**src/rtl/alu_decode_stage.sv**
```systemverilog
// -----------------------------------------------------------------------------
// alu_decode_stage
//
// Purpose:
//   Decodes RISC-V style ALU control from ALUOp/op/funct3/funct7 and buffers
//   the result in a 2-entry FIFO between the decode and execute stages.
//   Unsupported encodings are forwarded as ADD with an illegal flag.
//   A saturating counter tracks how many illegal entries were accepted.
//
// Parameters:
//   CTRL_W  ALUControl width (>= 4). Bits above bit 3 are always 0.
//   EXT_EN  1: shift/SLT/SLTU decode. 0: those encodings are illegal.
//   CNT_W   illegal_count width.
//
// Ports:
//   clk            single clock. All state updates on the rising edge.
//   rst            synchronous, active-high reset. Overrides everything.
//   flush          synchronous flush. Empties the FIFO and drops any
//                  push or pop in the same cycle.
//   in_valid       upstream decode fields are valid.
//   in_ready       FIFO can accept an entry. Depends only on the occupancy.
//   ALUOp, funct3, funct7, op   instruction fields.
//   out_valid      head entry valid (FIFO not empty).
//   out_ready      downstream accepts the head entry.
//   ALUControl     decoded ALU operation of the head entry (registered).
//   illegal        head entry was an unsupported encoding (registered).
//   illegal_count  saturating count of accepted illegal entries.
// -----------------------------------------------------------------------------
module alu_decode_stage #(
    parameter int CTRL_W = 4,
    parameter int EXT_EN = 1,
    parameter int CNT_W  = 8
) (
    input  logic              clk,
    input  logic              rst,
    input  logic              flush,
    input  logic              in_valid,
    output logic              in_ready,
    input  logic [1:0]        ALUOp,
    input  logic [2:0]        funct3,
    input  logic [6:0]        funct7,
    input  logic [6:0]        op,
    output logic              out_valid,
    input  logic              out_ready,
    output logic [CTRL_W-1:0] ALUControl,
    output logic              illegal,
    output logic [CNT_W-1:0]  illegal_count
);

    typedef enum logic [3:0] {
        ALU_ADD  = 4'b0000,
        ALU_SUB  = 4'b0001,
        ALU_AND  = 4'b0010,
        ALU_OR   = 4'b0011,
        ALU_XOR  = 4'b0100,
        ALU_SLL  = 4'b0101,
        ALU_SRL  = 4'b0110,
        ALU_SRA  = 4'b0111,
        ALU_SLT  = 4'b1000,
        ALU_SLTU = 4'b1001
    } alu_ctrl_e;

    localparam logic [6:0] OP_RTYPE = 7'b0110011;
    localparam logic [6:0] OP_ITYPE = 7'b0010011;
    localparam logic [6:0] F7_BASE  = 7'h00;
    localparam logic [6:0] F7_ALT   = 7'h20;

    // -------------------------------------------------------------------------
    // Combinational decode of the incoming fields
    // -------------------------------------------------------------------------
    alu_ctrl_e w_dec_ctrl;
    logic      w_dec_legal;
    logic      w_dec_ext;
    logic      w_dec_illegal;
    alu_ctrl_e w_push_ctrl;

    always_comb begin
        // NOTE: every variable assigned in this block gets a default first, so
        // no path through the case statements can leave one unassigned and
        // infer a latch.
        w_dec_ctrl  = ALU_ADD;
        w_dec_legal = 1'b0;

        case (ALUOp)
            2'b00: begin
                w_dec_ctrl  = ALU_ADD;
                w_dec_legal = 1'b1;
            end
            2'b01: begin
                w_dec_ctrl  = ALU_SUB;
                w_dec_legal = 1'b1;
            end
            2'b10: begin
                if (op == OP_RTYPE) begin
                    w_dec_legal = 1'b1;
                    case ({funct7, funct3})
                        {F7_BASE, 3'b000}: w_dec_ctrl = ALU_ADD;
                        {F7_ALT,  3'b000}: w_dec_ctrl = ALU_SUB;
                        {F7_BASE, 3'b111}: w_dec_ctrl = ALU_AND;
                        {F7_BASE, 3'b110}: w_dec_ctrl = ALU_OR;
                        {F7_BASE, 3'b100}: w_dec_ctrl = ALU_XOR;
                        {F7_BASE, 3'b001}: w_dec_ctrl = ALU_SLL;
                        {F7_BASE, 3'b101}: w_dec_ctrl = ALU_SRL;
                        {F7_ALT,  3'b101}: w_dec_ctrl = ALU_SRA;
                        {F7_BASE, 3'b010}: w_dec_ctrl = ALU_SLT;
                        {F7_BASE, 3'b011}: w_dec_ctrl = ALU_SLTU;
                        default:           w_dec_legal = 1'b0;
                    endcase
                end else if (op == OP_ITYPE) begin
                    // Immediate forms ignore funct7 except for the shifts,
                    // where it selects logical vs arithmetic right shift.
                    w_dec_legal = 1'b1;
                    case (funct3)
                        3'b000: w_dec_ctrl = ALU_ADD;
                        3'b111: w_dec_ctrl = ALU_AND;
                        3'b110: w_dec_ctrl = ALU_OR;
                        3'b100: w_dec_ctrl = ALU_XOR;
                        3'b010: w_dec_ctrl = ALU_SLT;
                        3'b011: w_dec_ctrl = ALU_SLTU;
                        3'b001: begin
                            if (funct7 == F7_BASE) w_dec_ctrl  = ALU_SLL;
                            else                   w_dec_legal = 1'b0;
                        end
                        default: begin // 3'b101
                            if (funct7 == F7_BASE)     w_dec_ctrl  = ALU_SRL;
                            else if (funct7 == F7_ALT) w_dec_ctrl  = ALU_SRA;
                            else                       w_dec_legal = 1'b0;
                        end
                    endcase
                end
            end
            default: w_dec_legal = 1'b0;
        endcase
    end

    // Shift and compare operations are only supported in the extended build.
    assign w_dec_ext     = (w_dec_ctrl inside {ALU_SLL, ALU_SRL, ALU_SRA, ALU_SLT, ALU_SLTU});
    assign w_dec_illegal = !w_dec_legal || ((EXT_EN == 0) && w_dec_ext);
    assign w_push_ctrl   = w_dec_illegal ? ALU_ADD : w_dec_ctrl;

    // -------------------------------------------------------------------------
    // 2-entry FIFO: a head register drives the outputs directly, and a tail
    // register holds the second entry. The head only changes when a new entry
    // becomes the head, so it holds its last value while the FIFO is empty.
    // -------------------------------------------------------------------------
    logic [1:0] r_count;
    alu_ctrl_e  r_head_ctrl;
    logic       r_head_ill;
    alu_ctrl_e  r_tail_ctrl;
    logic       r_tail_ill;
    logic [CNT_W-1:0] r_illegal_count;

    logic w_push;
    logic w_pop;

    assign in_ready  = (r_count != 2'd2);
    assign out_valid = (r_count != 2'd0);
    assign w_push    = in_valid && in_ready;
    assign w_pop     = out_valid && out_ready;

    always_ff @(posedge clk) begin
        // NOTE: sequential state uses non-blocking assignments so every
        // register samples pre-edge values regardless of statement order.
        if (rst) begin
            r_count     <= 2'd0;
            r_head_ctrl <= ALU_ADD;
            r_head_ill  <= 1'b0;
        end else if (flush) begin
            r_count <= 2'd0;
        end else begin
            case ({w_push, w_pop})
                2'b10: begin
                    if (r_count == 2'd0) begin
                        r_head_ctrl <= w_push_ctrl;
                        r_head_ill  <= w_dec_illegal;
                    end
                    r_count <= r_count + 2'd1;
                end
                2'b01: begin
                    if (r_count == 2'd2) begin
                        r_head_ctrl <= r_tail_ctrl;
                        r_head_ill  <= r_tail_ill;
                    end
                    r_count <= r_count - 2'd1;
                end
                2'b11: begin
                    // Push needs count<2 and pop needs count>0, so the FIFO
                    // holds exactly one entry: the new entry replaces it.
                    r_head_ctrl <= w_push_ctrl;
                    r_head_ill  <= w_dec_illegal;
                end
                default: ;
            endcase
        end
    end

    // NOTE: the tail entry is pure data storage and has no reset; it is only
    // observed after being written, because occupancy is tracked separately.
    always_ff @(posedge clk) begin
        if (!rst && !flush && w_push && !w_pop && (r_count == 2'd1)) begin
            r_tail_ctrl <= w_push_ctrl;
            r_tail_ill  <= w_dec_illegal;
        end
    end

    // Saturating illegal-entry counter. Pushes dropped by a flush do not count.
    always_ff @(posedge clk) begin
        if (rst) begin
            r_illegal_count <= '0;
        end else if (!flush && w_push && w_dec_illegal &&
                     (r_illegal_count != {CNT_W{1'b1}})) begin
            r_illegal_count <= r_illegal_count + CNT_W'(1);
        end
    end

    // -------------------------------------------------------------------------
    // Outputs: all driven from registers
    // -------------------------------------------------------------------------
    always_comb begin
        ALUControl      = '0;
        ALUControl[3:0] = r_head_ctrl;
    end

    assign illegal       = r_head_ill;
    assign illegal_count = r_illegal_count;

endmodule

```
**config.mk**
```make
export PLATFORM = sky130hd
export DESIGN_NAME = alu_decode_stage
export DESIGN_NICKNAME = d
export VERILOG_FILES = /design/src/rtl/alu_decode_stage.sv
export SDC_FILE = /design/constraint.sdc
export NUM_CORES = 1
export LEC_CHECK = 0
export CAP_MARGIN = 10
export CORE_ASPECT_RATIO = 2
export CORE_UTILIZATION = 35
export CTS_BUF_LIST = sky130_fd_sc_hd__clkbuf_8 sky130_fd_sc_hd__clkbuf_16
export CTS_CLUSTER_DIAMETER = 50
export DETAILED_ROUTE_END_ITERATION = 12
export HOLD_SLACK_MARGIN = 0.06
export PLACE_DENSITY = 0.71
export SYNTH_ARGS = -nofsm -noshare
export SYNTH_HDL_FRONTEND = slang
export SYNTH_SLANG_ARGS = --single-unit
export TNS_END_PERCENT = 100
```
**constraint.sdc**
```tcl
create_clock -name clk -period 2.3 [get_ports clk]
set_input_delay 0.345 -clock clk [delete_from_list [all_inputs] [get_ports clk]]
set_output_delay 0.345 -clock clk [all_outputs]
set_load 0.05 [all_outputs]
```
==> results.json <==
{
  "status": "finished, final reports clean",
  "fmax_mhz": 452,
  "fin_util": 0.554,
  "routed_wl_um": 3820,
  "post_cts_buffers": 0,
  "drtIter0Drc": 22,
  "hpwl_um": 3060,
  "cts.sinks": 20,
  "area_growth_pct": 49.3,
  "globalplace.congestion": 0.828,
  "antenna_cells": 0,
  "cts-buffers-inserted": 3,
  "grt_antenna_before_repair": 0,
  "syn_area_um2": 1530,
  "required_ps": 2350,
  "overflow": 0,
  "wl_per_cell_um": 13.5,
  "final_cell_mix": "clkdlybuf4s50_1, buf_4, dfxtp_1, nand2_1",
  "clock_latency_ps": 250,
  "slowest_stage": "clkdlybuf4s50_1",
  "h-tree-depth": 1,
  "p_per_area_nw_per_um2": 411,
  "power.leakage_nw": 0.904,
  "hp-class": "flip-flop to flip-flop",
  "ios": 39,
  "synth-seq-cells": 20,
  "drc": 0,
  "slew_violations": 0,
  "synthCells": 167,
  "die_x_um": 48.8,
  "viasPerCell": 5.30,
  "dp_cells": 278,
  "dpl_cell_area_um2": 2190,
  "ys_types": 52,
  "finalInstanceArea_um2": 2290,
  "async_reset_ff_frac": 0,
  "grt_usage": 0.172,
  "relSlewSlack": 0.669,
  "start_util": 0.371,
  "clkTransAtPathRegs_ps": 70,
  "core_um2": 4130,
  "avgSynthCellArea_um2": 9.17,
  "seq_area_frac_synth": 0.294,
  "vias": 1495,
  "final_common_cell": "clkdlybuf4s50_1",
  "grt_max_degree": 17,
  "grt_pass1_vias": 1491,
  "clockBufferDepth": 2,
  "drive_above_1_share": 0.304,
  "cts_tree": "built",
  "finalCriticalPeriod_ps": 2210,
  "synthFlopType": "dfxtp_1",
  "yosys_warnings": 0,
  "finalCritPeriodShare": 0.963,
  "grt_pass1_wl_um": 6250,
  "critical_path_class": "primary input to flip-flop",
  "cts_root_buf": "clkbuf_8",
  "fin_cells": 282,
  "slowest_delay_ps": 450,
  "crit_chain": "clkdlybuf4s50_1, inv_1, ha_1, nor4bb_4, a21oi_1, a31oi_4, buf_12, nand3_1, a2111oi_2",
  "arrival_ps": 2270,
  "synth_edf_count": 5,
  "dr.pass1.iters": 4,
  "die_area_um2": 4660,
  "critPathLaunchType": "primary input",
  "final_hold_viol_count": 0,
  "mappedNetlistNets": 202,
  "rsz0062_at_grt": "no",
  "row_count": 33,
  "port_buffers": 38,
  "clock-skew-final_ps": 2.58,
  "dieHeight_um": 95.6,
  "cp_max_fo": 12,
  "ir_worst_vdd_uv": 256,
  "finish.net_count": 266,
  "setup_viol": 0,
  "drv_cap": 0,
  "cts_hold_buf": 0,
  "worstMarginPinSlew_ps": 494,
  "worstSetupEndpointType": "flip-flop",
  "final_antenna_net_count": 0
}
[synth_stat cells (2+ instances only)]
library cell	instances	share of area
a31oi_1	4	0.016
nor3_1	5	0.016
nand2_1	12	0.029
or4_1	2	0.0098
a21oi_2	5	0.029
mux2_1	2	0.015
and3_1	3	0.012
nand4_1	5	0.020
mux2_4	5	0.049
buf_6	3	0.022
nor2_1	9	0.022
a2111oi_0	2	0.011
edfxtp_1	5	0.098
nor4_1	3	0.012
ha_1	11	0.090
dfxtp_1	15	0.20
nand3_1	5	0.016
nor2b_1	11	0.045
a21oi_1	8	0.026
o21ai_0	4	0.013
inv_1	13	0.032
clkbuf_1	4	0.0098
xnor2_1	2	0.011
[sequential cells by signal, summed over array words and instances, names as in the netlist]
name,cells
r_tail_ctrl,4
r_count,2
r_tail_ill,1
illegal,1
ALUControl,4
illegal_count,8
[power breakdown]
group,internal (mW),total [mW],leakage [nW],switching (mW)
Clock,0.119,0.229,0.0269,0.110
Combinational,0.157,0.328,0.700,0.170
Sequential,0.373,0.383,0.177,0.0104
Total,0.649,0.939,0.904,0.291
[through the flow]
| step | TNS, ps | total power [mW] | setup WS [ps] | hold slack, ps |
|---|---|---|---|---|
| after global placement | -2340 | 0.706 | -232 | 498 |
| after global routing | 0 | 0.989 | 6.37 | 544 |
| final | 0 | 0.939 | 85.6 | 506 |
| after detailed placement | -2320 | 0.710 | -234 | 496 |
| after floorplan | -59.3 | 0.573 | -59.3 | 415 |
| after CTS | 0 | 0.942 | 30.9 | 515 |
[worst paths after layout]
path,start,end,slack (ps),cells past startpoint
setup reg to reg,r_count[0]$_SDFFE_PP0P_,ALUControl[0]$_SDFFE_PP0P_,110,9
hold reg to reg,illegal$_SDFFE_PP0P_,illegal$_SDFFE_PP0P_,510,1
hold / removal,illegal$_SDFFE_PP0P_,illegal$_SDFFE_PP0P_,510,1
setup / recovery,ALUOp[0],r_tail_ctrl[1]$_DFFE_PP_,90,9
[kinds of logic (layout without fill, tap and decap cells)]
kind of cell | after synthesis | in the layout | share of synthesized area
muxes | 8 | 8 | 0.0703
and+or+nand+nor | 64 | 64 | 0.248
adders and majority gates | 12 | 12 | 0.0964
AOI/OAI and AO/OA | 38 | 38 | 0.202
DFF | 20 | 20 | 0.294
xor gates and xnor gates | 3 | 3 | 0.0172
buffers and inverters | 22 | 85 | 0.0719
[worst max-delay path: cells and delay by family]
kind                       cells  cell delay [ps]
buffers and inverters          3              710
and+or+nand+nor                2              430
AOI/OAI and AO/OA              3              580
adders and majority gates      1              190
[cell type report]
class | instances | area (um2)
clock buffers | 3 | 41.3
clock inverters | 1 | 3.75
fillers | 377 | 1840
inverters | 13 | 52.6
multi-input cells | 125 | 1050
flip-flops and latches | 20 | 453
well taps | 52 | 65.1
repair buffers | 68 | 621
[routing by layer]
metal	vias up	wire [um]	GRT usage
met2	42	2220	0.348
li1	740	-	-
met4	0	142	0.103
met3	13	114	0.0207
met1	700	1340	0.159
met5	-	0	0
[timing repair]
action / in CTS / in global routing
gates cloned: 0 / 0
endpoints found under the hold margin: 0 / 0
setup endpoints to repair: 1 / 12
gates resized for setup: 1 / 9
(Power assumes the default switching activity.)
